`config.mk`:
```
export PLATFORM = sky130hd
export DESIGN_NAME = ram2_arbiter
export DESIGN_NICKNAME = d
export VERILOG_FILES = /design/src/rtl/ram2_arbiter.sv
export SDC_FILE = /design/constraint.sdc
export NUM_CORES = 1
export LEC_CHECK = 0
export CAP_MARGIN = 20
export CORE_AREA = 4 4 89 91
export DETAILED_ROUTE_END_ITERATION = 16
export DIE_AREA = 0 0 93 95
export PLACE_DENSITY = 0.83
export SYNTH_ARGS = -nofsm -noshare
export SYNTH_HDL_FRONTEND = slang
export SYNTH_SLANG_ARGS = --single-unit
```
`constraint.sdc`:
```
create_clock -name clk -period 4.3 [get_ports clk]
set_input_delay 0.86 -clock clk [delete_from_list [all_inputs] [get_ports clk]]
set_output_delay 0.86 -clock clk [all_outputs]
set_load 0.02 [all_outputs]
```
`src/rtl/ram2_arbiter.sv`:
```
// ram2_arbiter: sequences the program SRAM and shares it between instruction fetch and MEM-stage accesses
module ram2_arbiter #(
  parameter int ADDR_W   = 18,
  parameter int DATA_W   = 16,
  parameter int WE_PULSE = 1
) (
  input  logic              clk,
  input  logic              rst,
  input  logic              if_req,
  input  logic [ADDR_W-1:0] if_addr,
  output logic [DATA_W-1:0] if_data,
  output logic              if_valid,
  input  logic              mem_read,
  input  logic              mem_write,
  input  logic [15:0]       mem_addr,
  input  logic [DATA_W-1:0] mem_wdata,
  output logic [DATA_W-1:0] mem_rdata,
  output logic              mem_done,
  output logic              stall_o,
  output logic [ADDR_W-1:0] Ram2Addr,
  output logic [DATA_W-1:0] Ram2Data_o,
  input  logic [DATA_W-1:0] Ram2Data_i,
  output logic              Ram2Data_oe,
  output logic              Ram2OE,
  output logic              Ram2WE,
  output logic              Ram2EN
);
  typedef enum logic [2:0] {IDLE, FETCH, DREAD, WSETUP, WPULSE, WHOLD, TURN} state_t;
  state_t state, state_n;
  logic [2:0] we_cnt;
  logic [ADDR_W-1:0] addr_q;
  logic [DATA_W-1:0] wdata_q;
  logic active;
  logic mem_req, accept;
  assign mem_req = mem_read | mem_write;
  assign accept = (state == IDLE || state == FETCH) && state_n != IDLE;
  always_ff @(posedge clk)
    if (!rst) state <= IDLE;
    else state <= state_n;
  // a mem request during FETCH detours through IDLE so if_valid never overlaps a data access
  always_comb begin
    state_n = IDLE;
    case (state)
      IDLE:    state_n = mem_done ? IDLE : mem_write ? WSETUP : mem_read ? DREAD : if_req ? FETCH : IDLE;
      FETCH:   state_n = (!mem_req && if_req) ? FETCH : IDLE;
      WSETUP:  state_n = WPULSE;
      WPULSE:  state_n = (we_cnt == 3'(WE_PULSE - 1)) ? WHOLD : WPULSE;
      WHOLD:   state_n = TURN;
      default: state_n = IDLE;
    endcase
  end
  always_comb begin
    Ram2EN      = ~active;
    Ram2OE      = ~(state == FETCH || state == DREAD);
    Ram2WE      = state != WPULSE;
    Ram2Data_oe = state == WSETUP || state == WPULSE || state == WHOLD;
    Ram2Addr    = addr_q;
    Ram2Data_o  = wdata_q;
    stall_o     = rst & mem_req & ~mem_done;
  end
  always_ff @(posedge clk)
    if (!rst) begin
      we_cnt    <= '0;
      addr_q    <= '0;
      wdata_q   <= '0;
      active    <= 1'b0;
      if_data   <= '0;
      if_valid  <= 1'b0;
      mem_rdata <= '0;
      mem_done  <= 1'b0;
    end else begin
      active   <= 1'b1;
      we_cnt   <= (state == WPULSE) ? we_cnt + 3'd1 : 3'd0;
      if (accept) addr_q <= (state_n == FETCH) ? if_addr : ADDR_W'(mem_addr);
      if (accept && state_n == WSETUP) wdata_q <= mem_wdata;
      if_valid <= state == FETCH;
      if (state == FETCH) if_data <= Ram2Data_i;
      mem_done <= state == DREAD || state_n == WHOLD;
      if (state == DREAD) mem_rdata <= Ram2Data_i;
    end
endmodule

```
### Yosys cells after proc, flatten, opt, wreduce, memory -nomap -nowiden

Cells that the tools add are included.

| word-level totals | value |
|---|---|
| bits in registers | 75 |
| output and inout bits | 73 |

| operators by class | value |
|---|---|
| add/sub/neg operators | 1 |
| eq/ne operators | 9 |
| muxes and demuxes | 9 |
| bitwise gates (word level) | 6 |
| reductions and logical operators | 13 |

Operators by type and width:

| cell | count |
|---|---|
| $mux W18 | 1 |
| $pmux W3 S5 | 1 |
| $eq A3 B2 Y1 const B | 3 |
| $eq A3 B3 Y1 const B | 3 |
| $eq A3 B1 Y1 const B | 2 |
| $logic_not A3 Y1 | 2 |
| $mux W2 | 3 |
| $logic_or A1 B1 Y1 | 5 |
| $mux W1 | 4 |
| $add A3 B1 Y3 const B | 1 |
| $logic_and A1 B1 Y1 | 3 |
| $ne A3 B3 Y1 const B | 1 |
| $not A1 Y1 | 3 |
| $reduce_bool A3 Y1 | 1 |
| $and A1 B1 Y1 | 2 |
| $reduce_and A2 Y1 | 1 |
| $logic_not A1 Y1 | 1 |
| $or A1 B1 Y1 | 1 |

### Depth between registers and ports, before layout

Gate-level depths: netlist (run 1).

| logic depth | value |
|---|---|
| depth in word-level cells | 8 |
| gate-level depth with buffers | 8 |
| mapped depth without buffers | 6 |

### Worst setup path after synthesis (run 1)

No wires, ideal clock.

| timing path | value |
|---|---|
| path type | input port to output port |
| from | in rst |
| to | out stall_o |
| arrival | 1.643 ns |
| data required time | 3.440 ns |
| slack | 1.797 ns |
| stages on the path | 2 |
| path through | clkbuf_1 nor3b_1 |

| on the way | value |
|---|---|
| cells in the longest elaborated chain, start to end | 2 |

RTL lines:

| what | line | text |
|---|---|---|
| start, declared | 8 | `input logic rst,` |
| $and A1 B1 Y1 (2 in a row) | 59 | `stall_o = rst & mem_req & ~mem_done;` |
| end, declared | 19 | `output logic stall_o,` |

Every way passes these cells.

### Worst setup path in the final report (run 1)

| timing path | value |
|---|---|
| from | in mem_read |
| to | out stall_o |

| on the way | value |
|---|---|
| cells in the longest elaborated chain, start to end | 3 |

RTL lines:

| what | line | text |
|---|---|---|
| start, declared | 13 | `input logic mem_read,` |
| $or A1 B1 Y1 | 35 | `assign mem_req = mem_read \| mem_write;` |
| $and A1 B1 Y1 (2 in a row) | 59 |  |

Every way passes these cells.

==> run metrics, run 1 <==
outcome=finished clean; Port-buffer cells=around 140; setup_tns=0 ns; Final Cell Area=about 4700 µm²; WL final=just over 8000 µm; residual DRC count=0; PwrDens=427 nW/µm²; first-pass GRT wire length=roughly 13000 µm; Yosys reg bits=75; launching point of the worst reg2reg path=state[2]; Clock Skews=roughly 0.0085 ns; worst slew pin tran=between 1 and 1.5 ns; max-cap viol count=0; Most Frequent Cell on Critical Path=clkdlybuf4s50_1; CORE AREA=7140 µm²; Hold Path Stages=1; H-tree levels=3; kind of cell adding the most delay to the critical path=buffers and inverters; Crit path required time=between 3 and 4 ns; grt total ovfl=0; antenna cell count=0; main combinational cell family by area after synthesis=simple AND/OR/NAND/NOR gates; Die Span Y=~95 µm; vias in the first global route=2699; cells on worst reg2reg path=5; Syn Std Cell Area=between 3000 and 4000 µm²; most common cell in the netlist=nand2_1; # resized after CTS=0; CP arrival=2.34 ns; Final min period=about 3.2 ns; Async SR Flop Fraction=0%; worst hold endpoint=we_cnt[0]; crit-path cells=clkdlybuf4s50_1 > nor2_1 > nor3b_1 > clkdlybuf4s50_1; IO Pins=roughly 140; clk root buf=clkbuf_8; Skew-Pair Late Insertion Delay=0.33 ns; slowest stage delay, CP=0.66 ns; wire per inst=~15 µm; RSZ-0062 raised after global routing=no; DRT iter0 DRCs=99; Synth Area in Adders=less than 1%; Post-CTS Setup Bufs=0; num rows=31; First-pass DRT Iterations=4; Hold Crit Class=flip-flop to flip-flop; Syn-to-layout area delta=54.0%; largest area contributor in the netlist=dfxtp_1; pin count of the biggest net entering global routing=76; clock-pin transition on the worst setup and hold timing paths=about 0.070 ns; number of synthesized flops with an enable pin=0; clock buffer count from CTS=9; Max VDD drop=between 0.2 and 0.25 mV; Die ar.=about 8800 µm²; vias=between 2000 and 3000; clk sinks=75; Cell variety after synth=37; fin. max-slew vios=0; ANT nets after route=0; die width=just over 90 µm; CP Class=primary input to primary output; Avg Inst Size Synth=~9.2 µm²; Yosys top cell area share=49.5%; Total Routing Usage GR=roughly a fifth; post-synthesis xor/xnor area fraction=less than 1%; mux cell area share after synthesis=around 5.9%; CTS tree=yes; Final setup viols=0; placed cell areas=4480 µm²; simple-gate area share of the yosys netlist=about a fifth; cells after synthesis=329; Slowest-stage cell, CP=clkdlybuf4s50_1; Max FO, Critical Path=5; Reg2Reg Setup Slack=slightly below 2 ns; Yosys warning count=0; element type at the critical path start=primary input; vias per std cell=about 5; final net count=roughly 540; leak pwr=about 1.6 nW; Starting Density=42.5%; top post-synthesis cells by area=dfxtp_1, nand2_1, a21boi_0; layout cells sized above 1=6.00%; Fin. Hold Viols=0; CTS Buffer Depth=2; Synth top cells by count=nand2_1, dfxtp_1, a21boi_0; Crit Reg-Reg Endpoint=Ram2Data_o[10]; Max transition margin=roughly 30%; GPL Wtd Cong=0.811; Final Cycle Share=between 70% and 80%; post-synthesis sequential area ratio=between 40% and 50%; initial antenna violation count=0; compound-cell area share of the yosys netlist=about a fifth; Post-CTS Hold Buffers=0; Detailed Place HPWL=between 6000 and 7000 µm; Hold Startpoint=we_cnt[0]; CP endpoint kind=primary output; CP bufs+invs=2; Max Freq=about 310 MHz; Mapped Nets=about 400; Main synth FF type=dfxtp_1
## cells by family after synthesis
logic type / after synthesis
XOR/XNOR: 1
AO/OA/AOI/OAI: 74
multiplexers: 18
flip-flops: 75
adder cells (fa/ha/maj): 2
buffers and inverters: 31
AND/OR/NAND/NOR: 128
## cells in the final DEF, fill, tap and decap left out, types with 2 or more instances in the layout
cell and instances:
a21boi_1 2, inv_1 7, and3_2 2, clkdlybuf4s50_1 142
o21ai_0 3, ha_1 2, clkbuf_1 4, nor2_1 6
o32ai_1 14, mux2i_1 18, and3_1 2, o21ai_2 2
buf_4 3, nand2b_1 3, a21oi_1 3, clkbuf_8 10
a21boi_0 33, o22ai_1 14, dfxtp_1 75, nand2_1 84
nor2b_1 18, nand3_1 3
## state kept, by name (all words and copies together) (netlist names)
signal	count
we_cnt	3
active	1
Ram2Data_o	16
mem_rdata	16
if_data	16
mem_done	1
if_valid	1
state	3
Ram2Addr	18
## worst max-delay path by stage
stage / endpoint / cells after the start / startpoint / slack, ns
after global placement: stall_o / 4 / mem_write / 1.11
final: stall_o / 4 / mem_read / 1.10
after CTS: stall_o / 4 / mem_read / 1.08
after global routing: stall_o / 4 / mem_read / 1.02
after detailed placement: Ram2Addr[4] / 6 / mem_read / 1.06
after floorplan: stall_o / 2 / rst / 1.80
## final cells by class
| type | instances | area [µm²] |
|---|---|---|
| Clock buffer | 14 | 153 |
| Clock inverter | 2 | 35.0 |
| Fill cell | 623 | 2460 |
| Inverter | 7 | 26.3 |
| Multi-Input combinational cell | 223 | 1380 |
| Sequential cell | 75 | 1500 |
| Tap cell | 99 | 124 |
| Timing Repair Buffer | 146 | 1450 |
## where the power goes
| part | internal, mW | switching (mW) | leakage (nW) |
|---|---|---|---|
| logic | 0.308 | 0.339 | 0.937 |
| clock network | 0.285 | 0.231 | 0.0947 |
| registers | 0.780 | 0.0517 | 0.614 |
| total | 1.37 | 0.622 | 1.65 |
## layer usage
layer	GRT usage [%]	routed length (µm)	part of all wire [%]	up-vias
met5	0	0	0	-
met4	7.33	138	1.7	0
met3	5.10	574	6.9	11
met2	32.6	4200	51	95
met1	23.6	3400	41	1299
li1	-	-	-	1392
## metrics by stage
| stage | hold slack (ns) | setup slack (ns) | utilization [%] | power, mW | instances |
|---|---|---|---|---|---|
| after global placement | 0.431 | 1.11 | 62.8 | 1.48 | 550 |
| after CTS | 0.453 | 1.08 | 65.5 | 2.02 | 566 |
| after floorplan | 0.417 | 1.80 | - | 1.21 | 329 |
| final | 0.457 | 1.10 | 65.5 | 1.99 | 566 |
| after global routing | 0.490 | 1.02 | 65.5 | 2.11 | 566 |
| after detailed placement | 0.437 | 1.06 | 62.8 | 1.50 | 550 |
Note: power is estimated with default switching activity, not from simulation.
==> run 2: changes to the inputs <==
--- a/config.mk
+++ b/config.mk
@@ -6,10 +6,10 @@
 export NUM_CORES = 1
 export LEC_CHECK = 0
 export CAP_MARGIN = 20
-export CORE_AREA = 4 4 89 91
+export CORE_AREA = 4 4 92 94
 export DETAILED_ROUTE_END_ITERATION = 16
-export DIE_AREA = 0 0 93 95
-export PLACE_DENSITY = 0.83
+export DIE_AREA = 0 0 96 98
+export PLACE_DENSITY = 0.78
 export SYNTH_ARGS = -nofsm -noshare
 export SYNTH_HDL_FRONTEND = slang
 export SYNTH_SLANG_ARGS = --single-unit
==> constraint.sdc (replaced) <==
create_clock -name clk -period 3 [get_ports clk]
set_input_delay 0.6 -clock clk [delete_from_list [all_inputs] [get_ports clk]]
set_output_delay 0.6 -clock clk [all_outputs]
set_load 0.02 [all_outputs]
==> run 2 against run 1 <==
  * Largest power group unchanged
  * Register-to-register slack got worse by 0.96 ns
  * Critical endpoint is now Ram2OE
  * Critical path type is now flip-flop to primary output
  * Sequential power increased by 43%
  * Core utilization is 4.2 points lower
  * Non-clock buffer count is 2 higher
==> run metrics, run 2 (synthesis gave the netlist of run 1 again) <==
outcome=finished clean; Clock Skews=~0.0073 ns; WL final=~8200 µm; setup_tns=0 ns; Final min period=between 2 and 3 ns; # resized after CTS=0; Core Util, Final=between 60 and 70%; Syn-to-layout area delta=54.4%; CP Class=flip-flop to primary output; clock buffer count from CTS=9; GPL Wtd Cong=0.756; fin. max-slew vios=0; final net count=537; setup slack after layout=~0.25 ns; Max transition margin=54.4%; Max VDD drop=approximately 0.34 mV; Die ar.=9410 µm²; Crit path required time=about 2.4 ns; max-cap viol count=0; combinational share of power=33.0%; vias per std cell=4.83; antenna cell count=0; Final Cycle Share=91.8%; pin count of the biggest net entering global routing=76; first-pass GRT wire length=13200 µm; CTS tree=yes; Final setup viols=0; IO Pins=144; Hold Crit Class=flip-flop to flip-flop; Skew-Pair Late Insertion Delay=about 0.34 ns; clk sinks=75; layout cells sized above 1=approximately 7.5%; vias=approximately 2800; Switching Power=~910 µW; RSZ-0062 raised after global routing=no; die width=roughly 96 µm; Switching Fraction=between 30% and 40%; leak pwr=between 1.5 and 2 nW; CORE AREA=between 7000 and 8000 µm²; Max FO, Critical Path=17; Final Cell Area=roughly 4700 µm²; Post-CTS Hold Buffers=0; element type at the critical path start=flip-flop; num rows=32; initial antenna violation count=0; fill count=672; hold_ws=between 0.4 and 0.5 ns; First-pass DRT Iterations=4; H-tree levels=3; CP endpoint kind=primary output; pre-CTS setup slack=0.309 ns; ANT nets after route=0; commonest non-fill, non-tap cell in the layout=clkdlybuf4s50_1; max reg flops=18; grt total ovfl=0; area occupied by registers=between 1500 and 2000 µm²; DRT iter0 DRCs=a little over 80; Total Routing Usage GR=17.6%; Starting Density=between 30 and 40%; Clk network pwr share=24.5%; Post-CTS Setup Bufs=0; Port-buffer cells=143; CP arrival=around 2.2 ns; vias in the first global route=about 2800; wire per inst=about 14 µm; CP bufs+invs=2; clk root buf=clkbuf_8; Max Freq=363 MHz; internal power=around 1.9 mW; Slowest-stage cell, CP=clkdlybuf4s50_1; area of the multi-input gates=between 1000 and 1500 µm²; kind of cell adding the most delay to the critical path=buffers and inverters; worst slew pin tran=0.682 ns; Detailed Place HPWL=approximately 6000 µm; Fin. Hold Viols=0; PwrDens=600 nW/µm²; Die Span Y=98 µm; crit-path cells=inv_1 > and3_2 > nor2_1 > clkdlybuf4s50_1; residual DRC count=0; placed cell areas=~4500 µm²; CTS Buffer Depth=2; most frequent cells in the layout=clkdlybuf4s50_1, nand2_1, dfxtp_1; slowest stage delay, CP=0.64 ns; clock-pin transition on the worst setup and hold timing paths=approximately 0.070 ns; Seq pwr share=roughly 43%
==> run 2: changes by cell type in the layout (fill, tap and decap cells not counted), sizes merged <==
cell      previous run  this run
clkbuf              14        11
clkinv               1         4
buf                  4         6
bufinv               1         0
clkinvlp             0         1
==> run 2: through the flow <==
stage,cells,power (mW)
5_1_grt,571,2.96
3_5_place_dp,555,2.15
3_3_place_gp,555,2.13
2_1_floorplan,329,1.73
6_report,571,2.81
4_1_cts,571,2.85
==> run 2: worst reg2reg max path: cells and delay by family, from the launching register on <==
kind                   cells  cell delay (ns)
AO/OA/AOI/OAI              2             0.33
multiplexers               1             0.21
flip-flops                 1             0.46
buffers and inverters      1             0.28
AND/OR/NAND/NOR            2             0.59
==> run 2: area by class of cell <==
type	instances	share of cell area [%]
inverters	7	0.561
clock buffers	11	3.23
well taps	102	2.73
flip-flops and latches	75	32.1
clock inverters	5	0.588
multi-input cells	223	29.6
repair buffers	148	31.3
==> run 2: metal layers <==
metal / up-vias / wire length (µm) / GRT usage [%]
li1: 1397 / - / -
met1: 1262 / 3340 / 19.9
met2: 89 / 4090 / 30.6
met3: 9 / 600 / 5.16
met4: 0 / 126 / 7.00
met5: - / 0 / 0
==> run 2: path summary, 6_finish.rpt <==
check / start / to / slack [ns] / depth (start not counted)
worst max register to register: state[2] / Ram2Addr[10] / 1.02 / 6
worst min-delay path: we_cnt[0] / we_cnt[0] / 0.45 / 1
worst max-delay path: state[0] / Ram2OE / 0.25 / 4
worst min register to register: we_cnt[0] / we_cnt[0] / 0.45 / 1
==> run 2: power by group through the flow <==
stage / Combinational (mW) / Clock (mW) / Sequential, mW
final: 0.927 / 0.690 / 1.19
after global routing: 1.00 / 0.755 / 1.21
after CTS: 0.940 / 0.717 / 1.19
after detailed placement: 0.937 / 0 / 1.21
after global placement: 0.924 / 0 / 1.21
after floorplan: 0.396 / 0 / 1.34
==> run 3: changes to the inputs <==
--- a/config.mk
+++ b/config.mk
@@ -5,7 +5,6 @@
 export SDC_FILE = /design/constraint.sdc
 export NUM_CORES = 1
 export LEC_CHECK = 0
-export CAP_MARGIN = 20
 export CORE_AREA = 4 4 92 94
 export DETAILED_ROUTE_END_ITERATION = 16
 export DIE_AREA = 0 0 96 98
==> results of run 3 <==
The final DEF is identical to that of run 2; final timing and power are the same.
